===== config.mk =====
export PLATFORM = sky130hd
export DESIGN_NAME = prog_loader
export DESIGN_NICKNAME = d
export VERILOG_FILES = /design/src/rtl/prog_loader.sv
export SDC_FILE = /design/constraint.sdc
export NUM_CORES = 1
export LEC_CHECK = 0
export CELL_PAD_IN_SITES_DETAIL_PLACEMENT = 0
export CELL_PAD_IN_SITES_GLOBAL_PLACEMENT = 1
export CORE_ASPECT_RATIO = 1.75
export CORE_UTILIZATION = 43
export CTS_CLUSTER_SIZE = 28
export DETAILED_ROUTE_END_ITERATION = 7
export PLACE_DENSITY_LB_ADDON = 0.15
export SYNTH_ARGS = -nofsm -noshare
export SYNTH_HDL_FRONTEND = slang
export SYNTH_SLANG_ARGS = --single-unit

===== constraint.sdc =====
create_clock -name clk -period 2.5 [get_ports clk]
set_input_delay 0.375 -clock clk [delete_from_list [all_inputs] [get_ports clk]]
set_output_delay 0.375 -clock clk [all_outputs]
set_load 0.01 [all_outputs]

===== src/rtl/prog_loader.sv =====
// Boot-time program loader: framed byte stream -> big-endian 32-bit words into instruction memory.
// Optional checksum byte and error state enabled by defining PL_CSUM_EN.
module prog_loader #(
  parameter int unsigned ADDR_W    = 8,
  parameter logic [7:0]  SYNC_BYTE = 8'hA5
) (
  input  logic              clk,
  input  logic              rst,
  input  logic [7:0]        in_data,
  input  logic              in_valid,
  output logic              in_ready,
  input  logic              restart,
  output logic              im_w_en,
  output logic [ADDR_W-1:0] im_w_addr,
  output logic [31:0]       im_w_data,
  output logic              core_hold,
  output logic              load_done,
  output logic              load_err
);

  typedef enum logic [2:0] {
    StIdle, StLen, StData, StLast, StCsum, StDone, StErr
  } state_e;

  state_e            state_q, state_d;
  logic [1:0]        lane_q, lane_d;
  logic [8:0]        wcnt_q, wcnt_d;
  logic [8:0]        num_q, num_d;
  logic [ADDR_W-1:0] addr_q, addr_d;
  logic [23:0]       asm_q, asm_d;
  logic [31:0]       wdata_q, wdata_d;
  logic              wen_q, wen_d;
`ifdef PL_CSUM_EN
  logic [7:0]        csum_q, csum_d;
`endif
  logic              accept;

  assign in_ready  = (state_q == StIdle) || (state_q == StLen) ||
                     (state_q == StData) || (state_q == StCsum);
  assign accept    = in_valid && in_ready;
  assign load_done = (state_q == StDone);
  assign core_hold = !load_done;
`ifdef PL_CSUM_EN
  assign load_err  = (state_q == StErr);
`else
  assign load_err  = 1'b0;
`endif
  assign im_w_en   = wen_q;
  assign im_w_addr = addr_q;
  assign im_w_data = wdata_q;

  always_comb begin
    state_d = state_q;
    lane_d  = lane_q;
    wcnt_d  = wcnt_q;
    num_d   = num_q;
    addr_d  = addr_q;
    asm_d   = asm_q;
    wdata_d = wdata_q;
    wen_d   = 1'b0;
`ifdef PL_CSUM_EN
    csum_d  = csum_q;
`endif
    // The word address advances once the write strobe has been presented.
    if (wen_q) addr_d = addr_q + ADDR_W'(1);

    if (restart) begin
      state_d = StIdle;
      lane_d  = 2'd0;
      wcnt_d  = 9'd0;
      addr_d  = '0;
`ifdef PL_CSUM_EN
      csum_d  = 8'd0;
`endif
    end else begin
      case (state_q)
        StIdle: if (accept && in_data == SYNC_BYTE) state_d = StLen;
        StLen: begin
          if (accept) begin
            num_d   = (in_data == 8'd0) ? 9'd256 : {1'b0, in_data};
            lane_d  = 2'd0;
            wcnt_d  = 9'd0;
            addr_d  = '0;
`ifdef PL_CSUM_EN
            csum_d  = 8'd0;
`endif
            state_d = StData;
          end
        end
        StData: begin
          if (accept) begin
`ifdef PL_CSUM_EN
            csum_d = csum_q ^ in_data;
`endif
            lane_d = lane_q + 2'd1;
            asm_d  = {asm_q[15:0], in_data};
            if (lane_q == 2'd3) begin
              wdata_d = {asm_q, in_data};
              wen_d   = 1'b1;
              wcnt_d  = wcnt_q + 9'd1;
              // Completion is judged by the 9-bit count so N=256 works with a wrapping address.
              if (wcnt_q + 9'd1 == num_q) state_d = StLast;
            end
          end
        end
        // Stall input while the final word is written so the next byte cannot be taken as data.
`ifdef PL_CSUM_EN
        StLast: state_d = StCsum;
        StCsum: if (accept) state_d = (in_data == csum_q) ? StDone : StErr;
`else
        StLast: state_d = StDone;
`endif
        StDone, StErr: state_d = state_q;
        default: state_d = StIdle;
      endcase
    end
  end

  always_ff @(posedge clk or negedge rst) begin
    if (!rst) begin
      state_q <= StIdle;
      lane_q  <= 2'd0;
      wcnt_q  <= 9'd0;
      num_q   <= 9'd0;
      addr_q  <= '0;
      asm_q   <= 24'd0;
      wdata_q <= 32'd0;
      wen_q   <= 1'b0;
`ifdef PL_CSUM_EN
      csum_q  <= 8'd0;
`endif
    end else begin
      state_q <= state_d;
      lane_q  <= lane_d;
      wcnt_q  <= wcnt_d;
      num_q   <= num_d;
      addr_q  <= addr_d;
      asm_q   <= asm_d;
      wdata_q <= wdata_d;
      wen_q   <= wen_d;
`ifdef PL_CSUM_EN
      csum_q  <= csum_d;
`endif
    end
  end

endmodule


## After elaboration in Yosys (flattened, before gate mapping)

Cells that the tools add are included.

- Add/sub/neg operators: 3
- Equal/unequal tests: 15
- Mux-type cells: 25
- Bitwise gates (word level): 1
- Reductions and logical operators: 16

Operator list:

| cell | number |
|---|---|
| 9-bit 2-to-1 mux | 5 |
| 8-bit 2-to-1 mux | 4 |
| 3-bit 2-to-1 mux | 6 |
| 9-bit one-hot mux with 2 select lines | 1 |
| 3-bit one-hot mux with 5 select lines | 1 |
| 9-bit by 1-bit adder with 9-bit output, second input constant | 1 |
| 3-bit equality test, second input constant | 3 |
| 9-bit equality test | 1 |
| 3-bit by 2-bit inequality test with 1-bit output, second input constant | 3 |
| 3-bit AND reduction | 3 |
| 8-bit by 1-bit adder with 8-bit output, second input constant | 1 |
| 8-bit equality test, second input constant | 1 |
| 8-bit zero test | 1 |
| 4-bit AND reduction | 2 |
| 3-bit by 2-bit equality test with 1-bit output, second input constant | 2 |
| 2-bit 2-to-1 mux | 3 |
| 3-bit inequality test, second input constant | 2 |
| 6-bit AND reduction | 1 |
| 1-bit 2-to-1 mux | 4 |
| 2-bit one-hot mux with 2 select lines | 1 |
| 3-bit by 1-bit equality test with 1-bit output, second input constant | 1 |
| 3-bit zero test | 1 |
| 1-bit logical OR | 3 |
| 3-bit nonzero test | 1 |
| other kinds (7) | 8 |

- Register bits: 88
- Input bits: 12
- Output and inout port bits: 45
- Word-level logic and storage cells: 68

## Longest topological paths before layout

Gate-level depths: netlist of the first run.

- Depth in word-level cells: 9
- Depth in mapped cells: 7

## Worst setup path after synthesis of the first run

Ideal clock, no wire load.

- Path kind: reg2reg
- From: register wcnt_q[0]
- To: register state_q[0]
- Setup time: 0.077 ns
- Arrival time: 1.739 ns
- Required time: 2.423 ns
- Slack: 0.684 ns
- Stages on the path, launching flop included: 7
- Path buffers: 0
- Period minus slack after synthesis: 1.816 ns
- Cell sequence: dfrtp_1 -> ha_1 -> and4_1 -> a21oi_1 -> nand4b_1 -> or4_1 -> a21oi_1

- Word-level cells in the longest chain between the ends: 4

Ends and longest elaborated chain:

| what | RTL line | source |
|---|---|---|
| from (decl) | 27 | `logic [8:0] wcnt_q, wcnt_d;` |
| from (signal assigned) | 135 | `wcnt_q <= wcnt_d;` |
| 9-bit by 1-bit adder with 9-bit output | 102 | `if (wcnt_q + 9'd1 == num_q) state_d = StLast;` |
| 9-bit equality test | 102 |  |
| 3-bit by 2-bit inequality test with 1-bit output (no source line) | n/a |  |
| 6-bit AND reduction (no source line) | n/a |  |
| to (signal assigned) | 121 | `state_q <= StIdle;` |
| to (signal assigned) | 133 | `state_q <= state_d;` |
| to (decl) | 25 | `state_e state_q, state_d;` |

No other way between the ends.
A chain may end at the register's enable or synchronous reset.

## Final worst setup path of the first run

- From: register state_q[0]
- To: output load_done

- Word-level cells in the longest chain between the ends: 1

Ends and longest elaborated chain:

| what | RTL line | source |
|---|---|---|
| 3-bit equality test | 41 | `assign load_done = (state_q == StDone);` |
| to (decl) | 17 | `output logic load_done,` |

No other way between the ends.

==> summary.md, run 1 <==
| Metric | Value |
|---|---|
| Hold slack | `-0.00369 ns` |
| Post-synthesis async set-or-reset flop share | `1.00` |
| Routed vias | `2613` |
| Net Count, Synth | `336` |
| Fin crit period | `2.16 ns` |
| Met1 usage | `0.228` |
| Status | `complete, but fails checks` |
| Drt pass-1 iters | `5` |
| CP cell instances | `nor2b_1 > nand2_1 > inv_1 > clkdlybuf4s50_1` |
| Endpoints failing hold | `3` |
| CP Class | `flip-flop to primary output` |
| Setup Skew | `0.00735 ns` |
| CTS root buffer | `clkbuf_16` |
| Die W | `73.6 um` |
| Crit-path max cell delay | `0.56 ns` |
| Slew at the pin closest to its max-slew limit | `0.680 ns` |
| Hold Path Class | `input port to asynchronous set/reset pin` |
| Peak supply drop | `0.421 mV` |
| Initial core utilization | `0.444` |
| Yosys warning count | `0` |
| Max clock buf depth | `2` |
| RSZ-0062 raised after global routing | `no` |
| CP max-delay cell | `dfrtp_1` |
| Global-route usage over all layers | `0.185` |
| # setup viols final | `0` |
| I/O Buffers | `55` |
| Clk Latency, worst-skew pair | `0.34 ns` |
| Number of nets with antenna violations after routing | `0` |
| Clk slew on worst S/H paths | `0.06 ns` |
| WL per Instance | `15.6 um` |
| Failing checks | `hold timing` |
| DR DRC count | `0` |
| WP data required | `2.12 ns` |
| Seq cells post-synth | `88` |
| Num rows | `45` |
| Crit Path Max Fanout | `12` |
| Gpl congestion | `0.814` |
| Clock sink count | `88` |
| Pin count of the biggest net entering global routing | `53` |
| Drt via density | `5.25` |
| GRT overflow | `0` |
| Nets | `391` |
| Yosys cell types | `46` |
| Area of the mapped netlist | `3850 um^2` |
| First DRT Iteration DRCs | `189` |
| Die Y | `127 um` |
| Cells after Synth | `321` |
| Met3 Use GR | `0.0568` |
| Synth top area cells | `dfrtp_1, mux2_2, nand2_1, xnor2_1, o21ai_0` |
| Core area | `8670 um^2` |
| Fmax | `463 MHz` |
| Share of the synthesized area in the top cell type | `0.571` |
| Setup TNS | `0 ns` |
| Hold bufs inserted after CTS | `0` |
| Final Cycle Share | `0.863` |
| Grt met2 use | `0.299` |
| Slew Limit Headroom | `0.547` |
| Startpoint types | `flip-flop` |
| EDFF count, synth | `0` |
| Number of global-route vias before repair | `2600` |
| Total clock buffers created by CTS | `9` |
| Top_reg_cell synth | `dfrtp_1` |
| CP arrival | `1.78 ns` |
| Most numerous cell in the Yosys netlist | `dfrtp_1` |
| Share of cells above drive strength 1 | `0.218` |
| Post-Route WL | `7770 um` |
| Buf+Inv Stages, Crit Path | `2` |
| TritonCTS clock tree | `built` |
| Initial antenna violation count | `0` |
| Max Cap Viol | `0` |
| Post-CTS sizing | `0` |
| Avg Synthesized Cell Area | `12.0 um^2` |
| Pwr per Cell Area | `658 nW/um^2` |
| Die area | `9360 um^2` |
| Crit end category | `primary output` |
| CTS H-tree lvls | `3` |
| Antenna fix cells | `0` |
| Largest area contributor in the netlist | `dfrtp_1` |
| I/O pin cnt | `57` |
| Util after Layout | `0.560` |
| GRT busiest layer | `met2` |
| Area delta synth->final | `26.0%` |
| Pleak | `2.27 nW` |
| HPWL after DPL | `5400 um` |
| Post-synth top cells | `dfrtp_1, mux2_2, nand2_1` |
| Crit path max-delay family | `buffers and inverters` |
| Postcts setup bufs | `0` |
| Seq/Total Area, Yosys | `0.571` |
| First-pass GRT wire length | `13000 um` |
| Max-slew violation count | `0` |
==> sequential cells by signal (all words and copies together) (netlist names) <==
| signal | flops |
|---|---|
| im_w_data | 32 |
| asm_q | 24 |
| num_q | 9 |
| wcnt_q | 9 |
| im_w_addr | 8 |
| state_q | 3 |
| lane_q | 2 |
| im_w_en | 1 |
==> cell type report <==
cell class                 instances  area (um^2)
fill                             789         3810
timing repair buffer              62          626
sequential                        88         2200
inverter                           3         11.3
multi-input combinational        212         1540
tap                              117          146
clock buffer                      10          239
clock inverter                     6         90.1
==> worst reg2reg max path, stage by stage (launching register included) <==
cell      delay [ns]
dfrtp_1         0.45
ha_1            0.33
and4_1          0.30
a21oi_1         0.09
nand4b_1        0.18
or4_1           0.56
a21oi_1         0.16
==> kinds of logic (layout without fill, tap and decap cells) <==
logic type	count (synthesis)	count (layout)	share of synthesized area
muxes	57	57	0.166
other	1	1	0.000973
AOI/OAI and AO/OA	45	45	0.0721
adders and majority gates	3	3	0.00974
buffers and inverters	21	81	0.0295
and+or+nand+nor	89	89	0.111
DFF	88	88	0.571
xor gates and xnor gates	17	17	0.0386
==> layout by cell type (no fill, tap or decap), types with 3 or more instances in the layout <==
cell type / Yosys / layout
o31ai_1: 3 / 3
o21ai_0: 15 / 15
nand2b_1: 3 / 3
nand4_1: 4 / 4
clkbuf_16: 0 / 9
a21oi_1: 11 / 11
dfrtp_1: 88 / 88
xnor2_1: 9 / 9
mux2_2: 56 / 56
a31oi_1: 4 / 4
nand2_1: 42 / 42
xor2_1: 8 / 8
and3_1: 3 / 3
clkdlybuf4s50_1: 0 / 54
ha_1: 3 / 3
nor2_1: 12 / 12
nor2b_1: 3 / 3
buf_4: 2 / 6
nand3_1: 7 / 6
==> routing by layer <==
layer	vias up	part of all wire
met2	52	0.52
met4	0	0.017
met5	-	0
met1	1311	0.42
li1	1242	-
met3	8	0.049
==> power breakdown <==
| part | total [W] | leakage (nW) | internal (W) | switching (W) |
|---|---|---|---|---|
| clock network | 0.00145 | 0.159 | 0.000905 | 0.000546 |
| logic | 0.000204 | 0.890 | 0.000110 | 0.0000933 |
| registers | 0.00154 | 1.22 | 0.00149 | 0.0000508 |
==> path summary, 6_finish.rpt <==
| path | start | endpoint | slack (ns) | cells past startpoint |
|---|---|---|---|---|
| max in group asynchronous | rst | wcnt_q[3]$_DFFE_PN0P_ | 1.85 | 2 |
| min in group clk | im_w_data[5]$_DFFE_PN0P_ | im_w_data[5]$_DFFE_PN0P_ | 0.48 | 2 |
| max reg2reg | wcnt_q[0]$_DFFE_PN0P_ | state_q[0]$_DFFE_PN0P_ | 0.35 | 6 |
| min | rst | im_w_addr[3]$_DFF_PN0_ | -0.004 | 1 |
| max | state_q[0]$_DFFE_PN0P_ | load_done | 0.34 | 4 |
| min reg2reg | im_w_data[5]$_DFFE_PN0P_ | im_w_data[5]$_DFFE_PN0P_ | 0.48 | 2 |
==> stage by stage <==
| stage | std cells | hold WS, ns | instance area (um^2) | setup slack, ns | power [W] |
|---|---|---|---|---|---|
| 3_3_place_gp | 482 | 0.374 | 4530 | 0.315 | 0.00177 |
| 4_1_cts | 498 | 0.0126 | 4860 | 0.324 | 0.00325 |
| 5_1_grt | 498 | 0.0369 | 4860 | 0.208 | 0.00332 |
| 2_1_floorplan | 321 | 0.0794 | 3850 | 0.684 | 0.00168 |
| 3_5_place_dp | 482 | 0.378 | 4530 | 0.341 | 0.00178 |
| 6_report | 498 | -0.00369 | 4860 | 0.342 | 0.00320 |
No activity file was read; power rests on OpenSTA's default activity.
==> run 2: changes to the inputs <==
PLACE_DENSITY_LB_ADDON = 0.1   (was 0.15)
==> run 2 against run 1 <==
Net effect:
- total power shrank 4.7%
- the run still ends with hold timing left
- routed wire length grew 3.2%
- register-to-register slack gained 0.14 ns
- non-clock buffer count grew 2
- setup slack gained 0.012 ns
- global-route usage grew 0.87 points
- fmax grew 0.58%
- hold slack lost 0.00077 ns
- critical path depth is the same
- final cell count grew 0.40%
- sequential share of layout area grew 0.14 points
- clock-buffer cell count grew 1
- critical endpoint unchanged
==> summary.md, run 2 (synthesis results as in run 1) <==
| Metric | Value |
|---|---|
| Internal power | `0.00234 W (-6.7%)` |
| Hold Path Class | `input port to asynchronous set/reset pin` |
| Die W | `73.6 um (unchanged)` |
| Hold bufs inserted after CTS | `0 (unchanged)` |
| Startpoint types | `flip-flop` |
| Core area | `8670 um^2 (unchanged)` |
| Comb pwr share | `0.068 (+0.004)` |
| Routed vias | `2621 (+0.31%)` |
| WP data required | `2.12 ns (about the same)` |
| First DRT Iteration DRCs | `101 (-47%)` |
| R2r worst-path depth | `6 (unchanged)` |
| Fin crit period | `2.15 ns (-0.0124 ns)` |
| HPWL after DPL | `5530 um (+2.4%)` |
| Placed cell area | `4550 um^2 (+0.50%)` |
| Most common cell after layout, fill and taps aside | `dfrtp_1` |
| Die Y | `127 um (unchanged)` |
| DR DRC count | `0 (unchanged)` |
| Final Cycle Share | `0.858 (-0.00494)` |
| CP arrival | `1.77 ns (about the same)` |
| Max Cap Viol | `0 (unchanged)` |
| NetSw | `0.000710 W (+2.9%)` |
| Setup Skew | `0.00418 ns (-0.00317 ns)` |
| Nets | `393 (+0.51%)` |
| CP Class | `flip-flop to primary output` |
| Clk slew on worst S/H paths | `0.06 ns (about the same)` |
| WL per Instance | `16.0 um (+2.8%)` |
| Crit Path Max Fanout | `12 (unchanged)` |
| Total clock buffers created by CTS | `9 (unchanged)` |
| Pleak | `2.27 nW (about the same)` |
| Pwr per Cell Area | `629 nW/um^2 (-4.4%)` |
| Drt pass-1 iters | `4 (-1)` |
| CTS root buffer | `clkbuf_16` |
| Slew at the pin closest to its max-slew limit | `0.740 ns (+0.0606 ns)` |
| Util after Layout | `0.558 (-0.00173)` |
| TritonCTS clock tree | `built` |
| Antenna fix cells | `0 (unchanged)` |
| Post-Route WL | `8020 um (+3.2%)` |
| GRT overflow | `0 (unchanged)` |
| Max-slew violation count | `0 (unchanged)` |
| Number of nets with antenna violations after routing | `0 (unchanged)` |
| Largest register FFs | `32 (unchanged)` |
| Post-CTS sizing | `0 (unchanged)` |
| First-pass GRT wire length | `13700 um (+5.4%)` |
| Hold slack | `-0.00446 ns (-0.000774 ns)` |
| Status | `complete, but fails checks` |
| Num rows | `45 (unchanged)` |
| Slew Limit Headroom | `0.507 (-0.0404)` |
| Die area | `9360 um^2 (unchanged)` |
| I/O pin cnt | `57 (unchanged)` |
| Share of cells above drive strength 1 | `0.219 (+0.00147)` |
| Max clock buf depth | `2 (unchanged)` |
| Number of global-route vias before repair | `2755 (+6.0%)` |
| Clock sink count | `88 (unchanged)` |
| Design Area, Final | `4840 um^2 (-0.31%)` |
| Initial antenna violation count | `0 (unchanged)` |
| Gpl congestion | `0.787 (-3.3%)` |
| RSZ-0062 raised after global routing | `no` |
| Endpoints failing hold | `3 (unchanged)` |
| CTS H-tree lvls | `3 (unchanged)` |
| Crit end category | `primary output` |
| Peak supply drop | `0.433 mV (+2.9%)` |
| Flop pwr share | `0.506 (+0.024)` |
| Most frequent cells in the layout | `dfrtp_1, mux2_2, clkdlybuf4s50_1, nand2_1, o21ai_0` |
| Failing checks | `hold timing` |
| Fmax | `466 MHz (+0.58%)` |
| Global-route usage over all layers | `0.194 (+0.00870)` |
| I/O Buffers | `55 (unchanged)` |
| # setup viols final | `0 (unchanged)` |
| Postcts setup bufs | `0 (unchanged)` |
| Sw Share | `0.233 (+0.0171)` |
| Drt via density | `5.24 (about the same)` |
| Initial core utilization | `0.444 (unchanged)` |
| Area delta synth->final | `25.6%` |
| Clk Latency, worst-skew pair | `0.34 ns (about the same)` |
| Clock power share | `0.425 (-0.029)` |
| Pin count of the biggest net entering global routing | `53 (unchanged)` |
| Setup TNS | `0 ns (unchanged)` |
-- run 2: power groups by stage --
stage	logic [W]	clock network (W)	registers [W]
final	0.000208	0.00130	0.00154
after global routing	0.000233	0.00138	0.00155
after CTS	0.000212	0.00132	0.00154
after detailed placement	0.000211	0	0.00157
after global placement	0.000206	0	0.00157
after floorplan	0.000128	0	0.00155
-- run 2: worst paths after layout --
path / start / endpoint / slack (ns)
worst max-delay path: state_q[0]$_DFFE_PN0P_ / load_done / 0.35
worst min-delay path: rst / im_w_addr[5]$_DFF_PN0_ / -0.004
worst max register to register: wcnt_q[0]$_DFFE_PN0P_ / state_q[0]$_DFFE_PN0P_ / 0.49
worst min register to register: im_w_data[0]$_DFFE_PN0P_ / im_w_data[0]$_DFFE_PN0P_ / 0.48
max in group asynchronous: rst / im_w_data[22]$_DFFE_PN0P_ / 1.87
min in group clk: im_w_data[0]$_DFFE_PN0P_ / im_w_data[0]$_DFFE_PN0P_ / 0.48
-- run 2: worst max-delay path: stages (launching register included) --
cell	delay [ns]
dfrtp_1	0.56
nor2b_1	0.21
nand2_1	0.08
inv_1	0.06
clkdlybuf4s50_1	0.52
-- run 2: area by class of cell --
cell class,count,area [um^2]
Inverter,3,11.3
Clock buffer,11,253
Sequential cell,88,2200
Multi-Input combinational cell,212,1540
Timing Repair Buffer,64,653
Fill cell,805,3830
Tap cell,117,146
Clock inverter,5,38.8
-- run 2: per-stage QoR --
stage	instances	total power (W)	worst slack [ns]	hold WS, ns
finish	500	0.00305	0.355	-0.00446
global route	500	0.00316	0.275	0.0357
CTS	500	0.00308	0.340	0.0128
detailed placement	484	0.00178	0.350	0.385
global placement	484	0.00177	0.378	0.377
floorplan	321	0.00168	0.684	0.0794
-- run 2: metal layers --
layer,vias to the layer above,global-route usage,wire length (um)
li1,1236,-,-
met1,1318,0.234,3350
met2,53,0.323,4150
met3,14,0.0323,311
met4,0,0.107,210
met5,-,0,0
==> variant: new RTL, flow settings as in run 1 <==
Take the reset off `wdata_q` and load it in a clocked block of its own.
--- a/src/rtl/prog_loader.sv
+++ b/src/rtl/prog_loader.sv
@@ -126,3 +126,2 @@
       asm_q   <= 24'd0;
-      wdata_q <= 32'd0;
       wen_q   <= 1'b0;
@@ -138,3 +137,2 @@
       asm_q   <= asm_d;
-      wdata_q <= wdata_d;
       wen_q   <= wen_d;
@@ -146,2 +144,6 @@
 
+  always_ff @(posedge clk) begin
+    wdata_q <= wdata_d;
+  end
+
 endmodule
Check against the original RTL: differs if rst is asserted again (counterexample within 10 cycles, from zero or initial values and one cycle with rst low); with rst held inactive, the same outputs for 10 cycles.
==> variant against run 1 <==
The run ends with design-rule violations left; non-clock buffer count increased by 4; via count decreased by 13%; sequential cell count unchanged; critical path depth decreased by 1; area after synthesis decreased by 6.1%; die area decreased by 6.0%; wire length decreased by 13%; count of clock-buffer cells in the layout unchanged; final area decreased by 4.9%; clock skew decreased by 0.0029 ns; setup slack got worse by 0.14 ns.
Power is not compared: it rests on default switching activity, and its combinational part moved more than twofold at a synthesized area within 25%.
==> variant: results <==
layout:
  drive_above_1_share_pct: 18.69
  area_delta_synth_final_pct: 27.74
  clk_share_pct: 6.445
  nNonClkBuffers: 66
  seqCellArea_sq_um: 2362
  fin_nets: 347
  num-nonclk-inverters: 6
  nFillCells: 691
  layout.nonclk_buf_share_pct: 13.86
  multi_input_area_share_pct: 25.64
  largest_register_ffs: 32
  multi_input_gates: 161
grt:
  grt_pass1_vias: 2219
  antenna_found_initial: 0
  track_usage_pct: 17.45
  grt_pass1_wl_um: 11260
  grt_max_degree: 33
logic_synthesis:
  synth_nets: 280
  ys_seq_area_share_pct: 65.31
  ys_warn_count: 0
  ys_top_cells_by_area: "dfrtp_1 39%, edfxtp_1 27%, mux2_2 10%"
  synth-edff-count: 32
  synth_area_per_cell_sq_um: 13.65
  async_flop_share_pct: 63.64
  synth_common_cells: "56 x dfrtp_1, 32 x edfxtp_1, 32 x mux2_2"
status:
  status: "finished, violations left"
  violations: "design-rule violations"
drt:
  drt_iter0_markers: 109
  wl_per_cell_um: 15.90
  vias: 2271
  drc: 5
  wl_met3_um: 216
  maxUsedRoutingLayer: "met4"
  drtPass1Iterations: 6
  wl_met1_um: 2769
  route.met2.wl_um: 3696
timing:
  clock_skew_ns: 0.004451
  slew_headroom_pct: 63.58
placement:
  place_area_sq_um: 4323
  port_buffers: 55
  finalWeightedCongestion: 0.8083
  dp_hpwl_um: 4928
clock_tree:
  cts_max_level: 3
  cts_buffers: 9
  clkTransAtPathRegs_ns: 0.06
  cts_resized: 0
  cts_setup_buffers: 0
  insertion_delay_ns: 0.34
setup_path:
  critPathMaxFanout: 12
  crit_arrival_ns: 1.92
power_and_ir_drop:
  p_leak_nw: 1.955
-- variant: kinds of logic after synthesis --
| logic type | after synthesis | synth area share (%) |
|---|---|---|
| xor gates and xnor gates | 20 | 5.223 |
| muxes | 35 | 10.79 |
| buffers and inverters | 16 | 2.110 |
| other | 1 | 0.1037 |
| adders and majority gates | 3 | 1.038 |
| and+or+nand+nor | 67 | 9.409 |
| AOI/OAI and AO/OA | 35 | 6.018 |
| DFF | 88 | 65.31 |
-- variant: stage by stage --
stage | hold WS [ns] | cells | setup WS [ns] | power (mW) | utilization (%)
final | 0.01957 | 427 | 0.2003 | 2.926 | 57.64
after global routing | 0.05927 | 427 | 0.1217 | 3.040 | 57.64
after CTS | 0.03364 | 427 | 0.1731 | 2.972 | 57.64
after detailed placement | 0.4011 | 411 | 0.1689 | 1.634 | 53.93
after global placement | 0.4043 | 411 | 0.1777 | 1.631 | 53.93
after floorplan | 0.07941 | 265 | 0.5275 | 1.573 | -
-- variant: path summary, 6_finish.rpt --
check,start,to,slack (ns),depth (start not counted)
max,state_q[0],in_ready,0.20,3
min,rst,lane_q[0],0.02,1
max reg2reg,state_q[1],state_q[0],0.62,5
min reg2reg,asm_q[16],im_w_data[24],0.44,0
max in group asynchronous,rst,asm_q[3],1.80,2
min in group clk,asm_q[16],im_w_data[24],0.44,0
-- variant: critical path, stage by stage, from the launching register on --
cell	delay (ns)
dfrtp_1	0.50
or2_2	0.35
a21boi_0	0.18
clkdlybuf4s50_1	0.56
-- variant: per-layer routing --
layer	GRT usage, %	vias up
li1	-	1089
met4	7.125	0
met2	30.60	47
met5	0	-
met3	4.890	8
met1	19.86	1127
-- variant: report_power, final --
group	switching, mW	total, mW	internal, mW
clock network	0.545	1.32	0.779
logic	0.0455	0.0820	0.0365
registers	0.0115	1.52	1.51
